[src/rtl/weight_load_ctrl.sv]
`default_nettype none
// ============================================================================
// weight_load_ctrl : steps the weight ROM through every filter and streams the
//                    packed words out through a 3-entry credit-gated FIFO.
// Revision 1.0
// ============================================================================
module weight_load_ctrl #(
   parameter int BW       = 8,
   parameter int SIZE     = 26,
   parameter int NUM_FILT = 6,
   parameter int AW       = 3
) (
   input  logic               clk,
   input  logic               rst,
   input  logic               i_start,
   output logic               o_busy,
   output logic               o_done,
   output logic               o_rom_read_en,
   output logic [AW-1:0]      o_rom_addr,
   input  logic [BW*SIZE-1:0] i_rom_data,
   output logic               o_valid,
   input  logic               i_ready,
   output logic [BW*SIZE-1:0] o_weight_data,
   output logic [AW-1:0]      o_filt_idx
);

   localparam int            c_DW       = BW*SIZE;
   localparam logic [1:0]    c_S_IDLE   = 2'd0;
   localparam logic [1:0]    c_S_RUN    = 2'd1;
   localparam logic [1:0]    c_S_DONE   = 2'd2;
   localparam logic [AW:0]   c_NUM_FILT = (AW+1)'(NUM_FILT);
   localparam logic [AW-1:0] c_LAST_IDX = AW'(NUM_FILT-1);

   logic [1:0]      r_state;
   logic [AW:0]     r_issued;
   logic            r_rd_d1;
   logic [AW-1:0]   r_addr_d1;
   logic [c_DW-1:0] r_mem [0:2];
   logic [AW-1:0]   r_idx [0:2];
   logic [1:0]      r_wr_ptr;
   logic [1:0]      r_rd_ptr;
   logic [1:0]      r_count;

   logic            w_push;
   logic            w_pop;
   logic [2:0]      w_count_next;
   logic [2:0]      w_credit;
   logic            w_issue;

   function automatic logic [1:0] f_inc(input logic [1:0] p);
      return (p == 2'd2) ? 2'd0 : p + 2'd1;
   endfunction

   // ROM data captured at the edge after a read-enable cycle is pushed one edge later
   assign w_push        = r_rd_d1;
   assign w_pop         = o_valid & i_ready;
   assign w_count_next  = {1'b0, r_count} + {2'b00, w_push} - {2'b00, w_pop};
   assign w_credit      = w_count_next + {2'b00, o_rom_read_en};
   assign w_issue       = (r_state == c_S_RUN) && (r_issued < c_NUM_FILT) && (w_credit < 3'd3);

   assign o_valid       = (r_count != 2'd0);
   assign o_weight_data = r_mem[r_rd_ptr];
   assign o_filt_idx    = r_idx[r_rd_ptr];
   assign o_busy        = (r_state == c_S_RUN);
   assign o_done        = (r_state == c_S_DONE);

   always_ff @(posedge clk) begin
      if (rst) begin
         r_state       <= c_S_IDLE;
         r_issued      <= '0;
         o_rom_read_en <= 1'b0;
         o_rom_addr    <= '0;
         r_rd_d1       <= 1'b0;
         r_addr_d1     <= '0;
         r_wr_ptr      <= '0;
         r_rd_ptr      <= '0;
         r_count       <= '0;
         for (int i = 0; i < 3; i++) begin
            r_mem[i] <= '0;
            r_idx[i] <= '0;
         end
      end else begin
         r_rd_d1   <= o_rom_read_en;
         r_addr_d1 <= o_rom_addr;
         if (w_push) begin
            r_mem[r_wr_ptr] <= i_rom_data;
            r_idx[r_wr_ptr] <= r_addr_d1;
            r_wr_ptr        <= f_inc(r_wr_ptr);
         end
         if (w_pop) begin
            r_rd_ptr <= f_inc(r_rd_ptr);
         end
         r_count <= w_count_next[1:0];

         case (r_state)
            c_S_IDLE: begin
               if (i_start) begin
                  r_state       <= c_S_RUN;
                  o_rom_read_en <= 1'b1;
                  o_rom_addr    <= '0;
                  r_issued      <= (AW+1)'(1);
               end else begin
                  o_rom_read_en <= 1'b0;
               end
            end
            c_S_RUN: begin
               o_rom_read_en <= w_issue;
               if (w_issue) begin
                  o_rom_addr <= r_issued[AW-1:0];
                  r_issued   <= r_issued + (AW+1)'(1);
               end
               if (w_pop && (o_filt_idx == c_LAST_IDX)) begin
                  r_state <= c_S_DONE;
               end
            end
            c_S_DONE: begin
               r_state       <= c_S_IDLE;
               o_rom_read_en <= 1'b0;
            end
            default: begin
               r_state       <= c_S_IDLE;
               o_rom_read_en <= 1'b0;
            end
         endcase
      end
   end

   a_no_overflow: assert property (@(posedge clk) disable iff (rst)
      !(w_push && !w_pop && (r_count == 2'd3)));

endmodule
`default_nettype wire

[config.mk]
export PLATFORM = sky130hd
export DESIGN_NAME = weight_load_ctrl
export DESIGN_NICKNAME = d
export VERILOG_FILES = /design/src/rtl/weight_load_ctrl.sv
export SDC_FILE = /design/constraint.sdc
export NUM_CORES = 1
export LEC_CHECK = 0
export BUFFER_PORTS_ARGS = -buffer_cell sky130_fd_sc_hd__buf_2
export CORE_MARGIN = 2
export CORE_UTILIZATION = 37
export DETAILED_ROUTE_END_ITERATION = 6
export PLACE_DENSITY_LB_ADDON = 0.2
export SLEW_MARGIN = 10
export SYNTH_ARGS = -nofsm -noshare
export SYNTH_HDL_FRONTEND = slang
export SYNTH_SLANG_ARGS = --single-unit
[constraint.sdc]
create_clock -name clk -period 18.4 [get_ports clk]
set_clock_uncertainty 0.05 [all_clocks]
set_input_delay 1.84 -clock clk [delete_from_list [all_inputs] [get_ports clk]]
set_output_delay 1.84 -clock clk [all_outputs]
set_load 0.02 [all_outputs]
==> run_results.csv, run 1 <==
group,metric,value,unit
synthesis,avgSynthCellArea,18.49,sq um
synthesis,synth.distinct_cells,38,
pwr,finalPower,4.403,mW
run,maxCapViolCount,0,
drt,num_vias,18939,
worst_setup_path,critPathCaptureType,"output port",
global_route,grt_pass1_vias,20030,
drt,route.detailed.drc,0,
worst_setup_path,critical_path_class,"reg2out",
worst_setup_path,worst-path-buf-inv,3,
floorplan,core,95290,sq um
placement,hpwl,49.28,mm
synthesis,synth_most_common_cell,"edfxtp_1",
worst_setup_path,cp_top_family,"buffers and inverters",
clocking,clkLatencyLatePin,650,ps
floorplan,die_area,98870,sq um
pwr,power_density,104.9,nW/um^2
layout,nNetsFinal,2556,
timing,fin_crit,6205,ps
pwr,ir_drop,0.06668,mV
layout,final_layout_size_suffix_gt1_share,33.35,%
placement,io_buffers,429,
global_route,overflow,0,
clocking,clock_tree.root_cell,"clkbuf_16",
worst_setup_path,crit_path_start_kind,"flop",
synthesis,yosys_most_used_dff,"edfxtp_1",
synthesis,syn-num-nets,2146,
global_route,grt_pass1_wl,131.4,mm
worst_setup_path,cp.required,16510,ps
timing,setup_violations,0,
timing,worst_pin_slew,1098,ps
timing,maxSlewHeadroom,26.80,%
worst_setup_path,cpPeakStageDelay,990,ps
layout,design_area,41970,sq um
clocking,clockBufferDepth,3,
floorplan,io_pins,430,
clocking,cts-resized-gates,0,
floorplan,initial_core_util,37.42,%
synthesis,synth_commonest_cells,"edfxtp_1 (844), and2_1 (422), and3_1 (212)",
worst_setup_path,path_cells,"buf_4 -> buf_4 -> mux4_2 -> buf_2",
worst_setup_path,crit_top_cell,"buf_4",
layout,synthToLayoutAreaGrowth,17.70,%
clocking,cts.clk_slew.worst_paths,60,ps
clocking,htreeDepth,3,
drt,drt-total-wl,89.92,mm
synthesis,yosysWarnings,0,
worst_hold_path,hold_path_class,"reg2reg",
clocking,tritoncts,"built",
synthesis,yosysTopAreaCell,"edfxtp_1",
timing,min_period_over_period,33.73,%
timing,fin_hold_ws,410.8,ps
placement,routabilityCongestion,0.7396,
worst_setup_path,slowest_stage,"dfxtp_4",
clocking,post_cts_buffers,0,
drt,via_per_inst,5.128,
synthesis,syn-cell-area,35660,sq um
layout,final_core_util,44.04,%
clocking,cts_sinks,866,
clocking,cts_made_buffers,95,
global_route,antenna_found_initial,28,
synthesis,postSynthCellCount,1929,
drt,ant_nets,0,
pwr,p_leak,15.92,nW
timing,fmax,161.1,MHz
timing,slew_violations,0,
global_route,grt_max_degree,188,
synthesis,synth-edff-count,844,
floorplan,row_count,113,
synthesis,yosysTopAreaCellShare,71.08,%
timing,finalHoldViolations,0,
global_route,grt_usage,18.00,%
outcome,status,"complete, no violations",
drt,wl_per_cell,24.35,um
synthesis,synth-seq-cells,866,
floorplan,die_h,314.4,um
synthesis,yosysSeqAreaShare,72.31,%
floorplan,die_w,314.4,um
worst_setup_path,crit_fanout,43,
synthesis,async_reset_ff_share,0,%
clocking,ctsHoldBuffers,0,
synthesis,synth.area.top_cells,"edfxtp_1 (71%), mux4_2 (13%), and2_1 (7.4%), and3_1 (3.7%), dfxtp_1 (1.2%)",
drt,first_pass_iters,5,
placement,dpl_cell_area,38990,sq um
worst_setup_path,crit_arrival,4320,ps
timing,setup_tns,0,ps
drt,dr.first_iter.drc_count,1496,
timing,rsz0062_at_grt,"no",
-- path summary, 6_finish.rpt --
check	startpoint	to	slack [ps]	depth (start not counted)
setup / recovery	flop	o_weight_data[126]	12190	4
hold / removal	r_addr_d1[2]	r_idx[3][2]	410	0
setup reg to reg	r_rd_d1	r_mem[2][79]	13240	7
hold reg to reg	r_addr_d1[2]	r_idx[3][2]	410	0
-- routing by layer --
metal	track usage, %	vias up	part of all wire, %
li1	-	8348	-
met1	23.22	9926	41
met2	30.39	526	52
met3	3.577	121	5.3
met4	6.234	18	2.0
met5	0	-	0.12
-- stage by stage --
step	setup slack, ps	std cells
floorplan	10360	1929
global placement	11310	3507
detailed placement	11420	3507
CTS	11920	3679
global route	11730	3692
finish	12190	3693
-- kinds of logic (layout without fill, tap and decap cells) --
logic type      after synthesis  count (layout)  synth area share (%)
fa+ha+maj                     5               5                0.1965
xor+xnor                      1               1               0.06666
compound gates               15              15                0.2877
other cells                   0              14                     0
simple gates                678             678                 11.77
mux                         213             213                 13.39
buf+inv                     151             636                 1.983
flops                       866             866                 72.31
-- sequential cells by signal, indices dropped and copies added (netlist names), named ones only --
register	cells
r_addr_d1	3
r_mem	832
r_wr_ptr	2
r_count	2
o_rom_read_en	1
r_idx	12
r_state	2
o_rom_addr	3
r_rd_ptr	2
r_rd_d1	1
r_issued	4
-- final cells by class --
cell class | count | area, sq um
flip-flops and latches | 866 | 25790
fillers | 8408 | 53330
well taps | 1265 | 1583
clock inverters | 51 | 380.4
repair buffers | 457 | 2382
multi-input cells | 912 | 9209
clock buffers | 121 | 2560
inverters | 7 | 26.28
diodes | 14 | 35.03
-- power breakdown --
group | total [mW] | internal [mW] | switching (mW)
Combinational | 0.334 | 0.121 | 0.213
Sequential | 2.26 | 2.24 | 0.0213
Clock | 1.81 | 1.05 | 0.763
Total | 4.40 | 3.41 | 0.998
-- layout by cell type (no fill, tap or decap), types with 3 or more instances in the layout --
master / netlist / final
nor2_4: 0 / 3
nand3_1: 4 / 4
o41ai_1: 3 / 3
nor3b_1: 3 / 3
mux4_2: 211 / 211
ha_1: 4 / 4
diode_2: 0 / 14
buf_2: 24 / 429
dfxtp_1: 22 / 20
inv_1: 6 / 6
nor3_1: 3 / 3
clkbuf_1: 63 / 22
clkinv_2: 0 / 12
edfxtp_1: 844 / 844
and2_1: 422 / 422
nand2_1: 6 / 6
clkinv_1: 1 / 26
and3_1: 212 / 211
bufinv_16: 0 / 5
clkbuf_16: 0 / 99
inv_6: 0 / 5
nor2b_1: 6 / 5
nor2_1: 12 / 11
buf_4: 13 / 26
a21oi_1: 4 / 4
o21ai_0: 3 / 3
Power figures use the tool's default switching activity.
==> run 2: changes to the inputs <==
clock period = 6.1 ns   (was 18.4 ns; I/O delays follow)
==> run_results.csv, run 2 (synthesis results as in run 1) <==
group,metric,value,unit
layout,synthToLayoutAreaGrowth,18.43,%
global_route,grt_usage,18.42,%
clocking,post_cts_buffers,0,
floorplan,die_area,98870,sq um
worst_setup_path,timing.rr.start,"r_rd_d1",
drt,route.detailed.drc,0,
pwr,p_sw_share,22.77,%
drt,num_vias,19121,
worst_setup_path,reg2reg_slack,3010,ps
drt,dr.first_iter.drc_count,1337,
worst_setup_path,critPathCaptureType,"output port",
clocking,cts_made_buffers,97,
floorplan,initial_core_util,37.42,%
timing,finalHoldViolations,0,
timing,min_period_over_period,63.51,%
layout,layout_common_cells,"edfxtp_1 (844), buf_2 (429), and2_1 (422), mux4_2 (211), and3_1 (211)",
pwr,power_frac_clock,41.3,%
layout,nFillCells,8428,
layout,largestRegisters,"r_mem: 832 flops, r_idx: 12 flops, r_issued: 4 flops",
placement,hpwl,50.62,mm
layout,register_area,25790,sq um
clocking,tritoncts,"built",
clocking,clock_tree.root_cell,"clkbuf_16",
pwr,p_sw,3.039,mW
pwr,pwr-share-comb,7.7,%
drt,wl_per_cell,24.84,um
worst_hold_path,holdPathStages,1,
layout,largest_register_ffs,832,
worst_setup_path,crit_arrival,3210,ps
worst_setup_path,reg2regPathDepth,6,
pwr,power_density,316.0,nW/um^2
layout,mostFrequentLayoutCell,"edfxtp_1",
layout,largest_register,"r_mem",
pwr,finalPower,13.35,mW
timing,fin_crit,3874,ps
layout,final_layout_size_suffix_gt1_share,33.57,%
pwr,internal_power,10.31,mW
clocking,cts_sinks,866,
clocking,clkLatencyLatePin,660,ps
global_route,grt_pass1_vias,20127,
run,maxCapViolCount,0,
outcome,status,"complete, no violations",
global_route,grt_pass1_wl,134.6,mm
timing,setup_tns,0,ps
clocking,cts.clk_slew.worst_paths,60,ps
worst_hold_path,hold_path_end,"r_mem[3][178]",
global_route,grt_max_degree,212,
worst_setup_path,crit_fanout,41,
timing,rsz0062_at_grt,"no",
global_route,antenna_found_initial,29,
global_route,overflow,0,
drt,via_per_inst,5.164,
floorplan,die_w,314.4,um
clocking,htreeDepth,3,
timing,fmax,258.1,MHz
floorplan,die_h,314.4,um
timing,worst_pin_slew,1301,ps
layout,multi_input_area,9209,sq um
pwr,p_seq_share,51.0,%
placement,routabilityCongestion,0.7388,
timing,setup_violations,0,
placement,io_buffers,429,
floorplan,core,95290,sq um
timing,maxSlewHeadroom,13.29,%
pwr,ir_drop,0.2971,mV
worst_setup_path,cp.required,5440,ps
layout,nNetsFinal,2566,
worst_setup_path,critical_path_class,"reg2out",
drt,ant_nets,0,
clocking,clockBufferDepth,3,
drt,drt-total-wl,91.98,mm
worst_hold_path,worstHoldStart,"i_rom_data[178]",
floorplan,row_count,113,
worst_setup_path,r2r-end,"r_mem[1][22]",
clocking,ctsHoldBuffers,0,
drt,first_pass_iters,5,
timing,slew_violations,0,
pwr,p_leak,16.02,nW
floorplan,io_pins,430,
worst_hold_path,hold_path_class,"in2reg",
worst_setup_path,crit_path_start_kind,"flop",
clocking,cts-resized-gates,0,
## run 2: layout make-up
| cell class | count | share of cell area [%] |
|---|---|---|
| clock inverters | 55 | 1.061 |
| clock buffers | 120 | 6.003 |
| inverters | 7 | 0.06222 |
| multi-input cells | 912 | 21.81 |
| repair buffers | 465 | 6.169 |
| well taps | 1265 | 3.748 |
| flip-flops and latches | 866 | 61.07 |
| diodes | 13 | 0.07703 |
## run 2: worst max-delay path: stages, from the launching register on
cell and delay, ps:
dfxtp_4 940, buf_4 630, mux4_2 650, buf_2 190
## run 2: per-stage QoR
stage          setup slack (ps)  instances  hold slack (ps)  util (%)  instance area (sq um)
2_1_floorplan             104.8       1929            377.4         -                  35660
3_3_place_gp               2795       3515            392.7     41.15                  39220
3_5_place_dp               2756       3515            400.1     41.15                  39220
4_1_cts                    2102       3690            38.39     44.28                  42200
5_1_grt                    1970       3698            54.37     44.30                  42220
6_report                   2226       3703            96.34     44.32                  42230
## run 2: routing by layer
metal | GRT usage [%] | wire length (um)
met5 | 0 | 124
met1 | 23.43 | 36810
met4 | 6.439 | 2756
met2 | 30.99 | 46840
met3 | 4.262 | 5443
## run 2: worst max path at each step
| stage | slack, ps | startpoint | cells after the start | to |
|---|---|---|---|---|
| floorplan | 100 | rst | 3 | r_idx[0][0] |
| global placement | 2800 | rst | 7 | r_mem[1][12] |
| detailed placement | 2760 | rst | 7 | r_mem[1][174] |
| CTS | 2100 | flop | 3 | o_weight_data[19] |
| global route | 1970 | flop | 3 | o_weight_data[116] |
| finish | 2230 | flop | 3 | o_weight_data[119] |
## run 2: power groups by stage
stage | registers (mW) | clock network (mW) | logic (mW)
final | 6.81 | 5.52 | 1.02
after global routing | 6.82 | 5.89 | 1.09
after CTS | 6.81 | 5.67 | 1.05
after detailed placement | 6.93 | 0 | 1.05
after global placement | 6.92 | 0 | 1.04
after floorplan | 6.93 | 0 | 0.593
==> run 3: changes to the inputs <==
ABC_AREA = 1   (was unset)
clock period = 3.59 ns   (was 6.1 ns; I/O delays follow)
==> run_results.csv, run 3 <==
group,metric,value,unit
clocking,cts_made_buffers,94,
layout,largest_register,"r_mem",
drt,drt-total-wl,96.27,mm
clocking,cts.clk_slew.worst_paths,60,ps
global_route,grt_max_degree,161,
layout,synthToLayoutAreaGrowth,24.71,%
synthesis,async_reset_ff_share,0,%
synthesis,postSynthCellCount,3084,
timing,maxSlewHeadroom,40.18,%
pwr,ir_drop,0.3826,mV
synthesis,synthSimpleGateAreaFrac,12.03,%
layout,mostFrequentLayoutCell,"nor2_1",
worst_setup_path,cp.required,3180,ps
layout,nNetsFinal,3885,
pwr,p_sw,8.224,mW
layout,nFillCells,8928,
worst_setup_path,critPathCaptureType,"output port",
drt,ant_nets,0,
synthesis,yosys_most_used_dff,"edfxtp_1",
drt,wl_per_cell,19.20,um
global_route,grt_pass1_wl,145.7,mm
pwr,p_sw_share,30.38,%
global_route,grt_usage,19.26,%
synthesis,syn-cell-area,35520,sq um
layout,register_area,25790,sq um
floorplan,core,95010,sq um
floorplan,die_w,313.9,um
floorplan,die_h,313.9,um
pwr,pwr-share-comb,21.9,%
layout,stdcell_count,5015,
synthesis,synth-edff-count,844,
synthesis,synthMuxAreaShare,0,%
timing,setup_violations,0,
clocking,clock_tree.root_cell,"clkbuf_16",
layout,multi_input_area,7941,sq um
floorplan,die_area,98510,sq um
drt,first_pass_iters,5,
global_route,grt_pass1_vias,25114,
global_route,overflow,0,
synthesis,yosysTopAreaCellShare,71.34,%
synthesis,syn-num-nets,3301,
clocking,clockBufferDepth,3,
drt,via_per_inst,4.992,
synthesis,synth-seq-cells,866,
drt,route.detailed.drc,0,
synthesis,synth-compound-area-share,9.816,%
synthesis,synth.distinct_cells,30,
worst_hold_path,hold_path_class,"in2reg",
clocking,cts_sinks,866,
placement,io_buffers,429,
synthesis,synth_top_family_by_area,"simple AND/OR/NAND/NOR gates",
layout,largest_register_ffs,832,
timing,fin_crit,3126,ps
worst_setup_path,crit_arrival,2720,ps
worst_setup_path,critical_path_class,"reg2out",
synthesis,synth.area.top_cells,"edfxtp_1 (71%), nor2_1 (11%), o21ai_0 (5.6%), o22ai_1 (3.7%), inv_1 (2.5%)",
worst_setup_path,crit_path_start_kind,"flop",
synthesis,synth_commonest_cells,"nor2_1 (1062), edfxtp_1 (844), o21ai_0 (397)",
pwr,internal_power,18.84,mW
pwr,finalPower,27.06,mW
layout,largestRegisters,"r_mem: 832 flops, r_idx: 12 flops, r_issued: 4 flops",
timing,finalHoldViolations,0,
layout,final_layout_size_suffix_gt1_share,17.03,%
synthesis,yosysTopAreaCell,"edfxtp_1",
clocking,ctsHoldBuffers,209,
placement,placedCellCount,4628,
floorplan,initial_core_util,37.39,%
pwr,p_seq_share,42.9,%
timing,min_period_over_period,87.07,%
synthesis,yosysSeqAreaShare,72.58,%
worst_setup_path,slowest_stage,"inv_12",
pwr,power_frac_clock,35.2,%
timing,rsz0062_at_grt,"no",
drt,num_vias,25035,
timing,slew_violations,0,
timing,worst_pin_slew,897.3,ps
timing,fmax,319.9,MHz
placement,hpwl,53.65,mm
synthesis,synth_xor_area_share,0.02465,%
run,maxCapViolCount,0,
floorplan,row_count,113,
clocking,cts-resized-gates,0,
synthesis,avgSynthCellArea,11.52,sq um
pwr,power_density,610.9,nW/um^2
layout,layout_common_cells,"nor2_1 (1062), edfxtp_1 (844), buf_2 (429), o21ai_0 (397), inv_1 (237)",
worst_setup_path,crit_fanout,137,
clocking,clkLatencyLatePin,670,ps
pwr,p_leak,17.75,nW
synthesis,synthAdderAreaFrac,0.1972,%
placement,routabilityCongestion,0.7558,
global_route,antenna_found_initial,6,
synthesis,synth_most_common_cell,"nor2_1",
drt,dr.first_iter.drc_count,1829,
clocking,tritoncts,"built",
worst_setup_path,path_cells,"inv_12 -> buf_12 -> o21ai_0 -> o22ai_1 -> buf_2",
clocking,post_cts_buffers,0,
floorplan,io_pins,430,
synthesis,yosysWarnings,0,
worst_setup_path,cpPeakStageDelay,510,ps
outcome,status,"complete, no violations",
clocking,htreeDepth,3,
run 3: worst paths after layout:
path	startpoint	to	slack (ps)	cells after the start
hold / removal	rst	r_count[1]	60	2
hold reg to reg	r_addr_d1[2]	r_idx[3][2]	380	0
setup reg to reg	r_count[1]	r_issued[2]	750	16
setup / recovery	flop	o_weight_data[168]	460	5
run 3: logic make-up after synthesis:
family,Yosys count
simple gates,1123
flops,866
compound gates,640
buf+inv,449
fa+ha+maj,5
xor+xnor,1
run 3: power groups by stage:
stage | sequential (mW) | combinational, mW | clock (mW)
after detailed placement | 11.8 | 5.83 | 0
after CTS | 11.6 | 6.03 | 9.78
final | 11.6 | 5.94 | 9.53
after floorplan | 11.8 | 3.58 | 0
after global routing | 11.6 | 6.45 | 10.2
after global placement | 11.8 | 5.83 | 0
run 3: layer usage:
metal	global-route usage [%]	part of all wire, %	up-vias
li1	-	-	11868
met1	25.31	44	12368
met2	32.44	49	644
met3	3.411	5.0	151
met4	6.057	2.7	4
met5	0	0.023	-
run 3: critical path: cells and delay by family (launching register included):
kind	cells	cell delay [ps]
AO/OA/AOI/OAI	2	400
flip-flops	1	460
buffers and inverters	3	1070
run 3: through the flow:
step / TNS (ps) / utilization (%) / area (sq um) / setup WS, ps / hold WS, ps
3_3_place_gp: 0 / 41.25 / 39190 / 794.5 / 366.8
4_1_cts: 0 / 46.62 / 44300 / 353.1 / 0.7007
3_5_place_dp: 0 / 41.25 / 39190 / 770.2 / 368.6
5_1_grt: 0 / 46.63 / 44300 / 265.8 / 51.80
6_report: 0 / 46.63 / 44300 / 464.2 / 58.73
2_1_floorplan: -867180 / - / 35580 / -4110 / 358.2
run 3: area by class of cell:
cell class,count,share of cell area (%)
Timing Repair Buffer,698,11.40
Clock inverter,57,1.141
Sequential cell,866,58.22
Tap cell,1265,3.573
Antenna cell,3,0.01695
Inverter,239,2.065
Clock buffer,118,5.657
Multi-Input combinational cell,1769,17.93
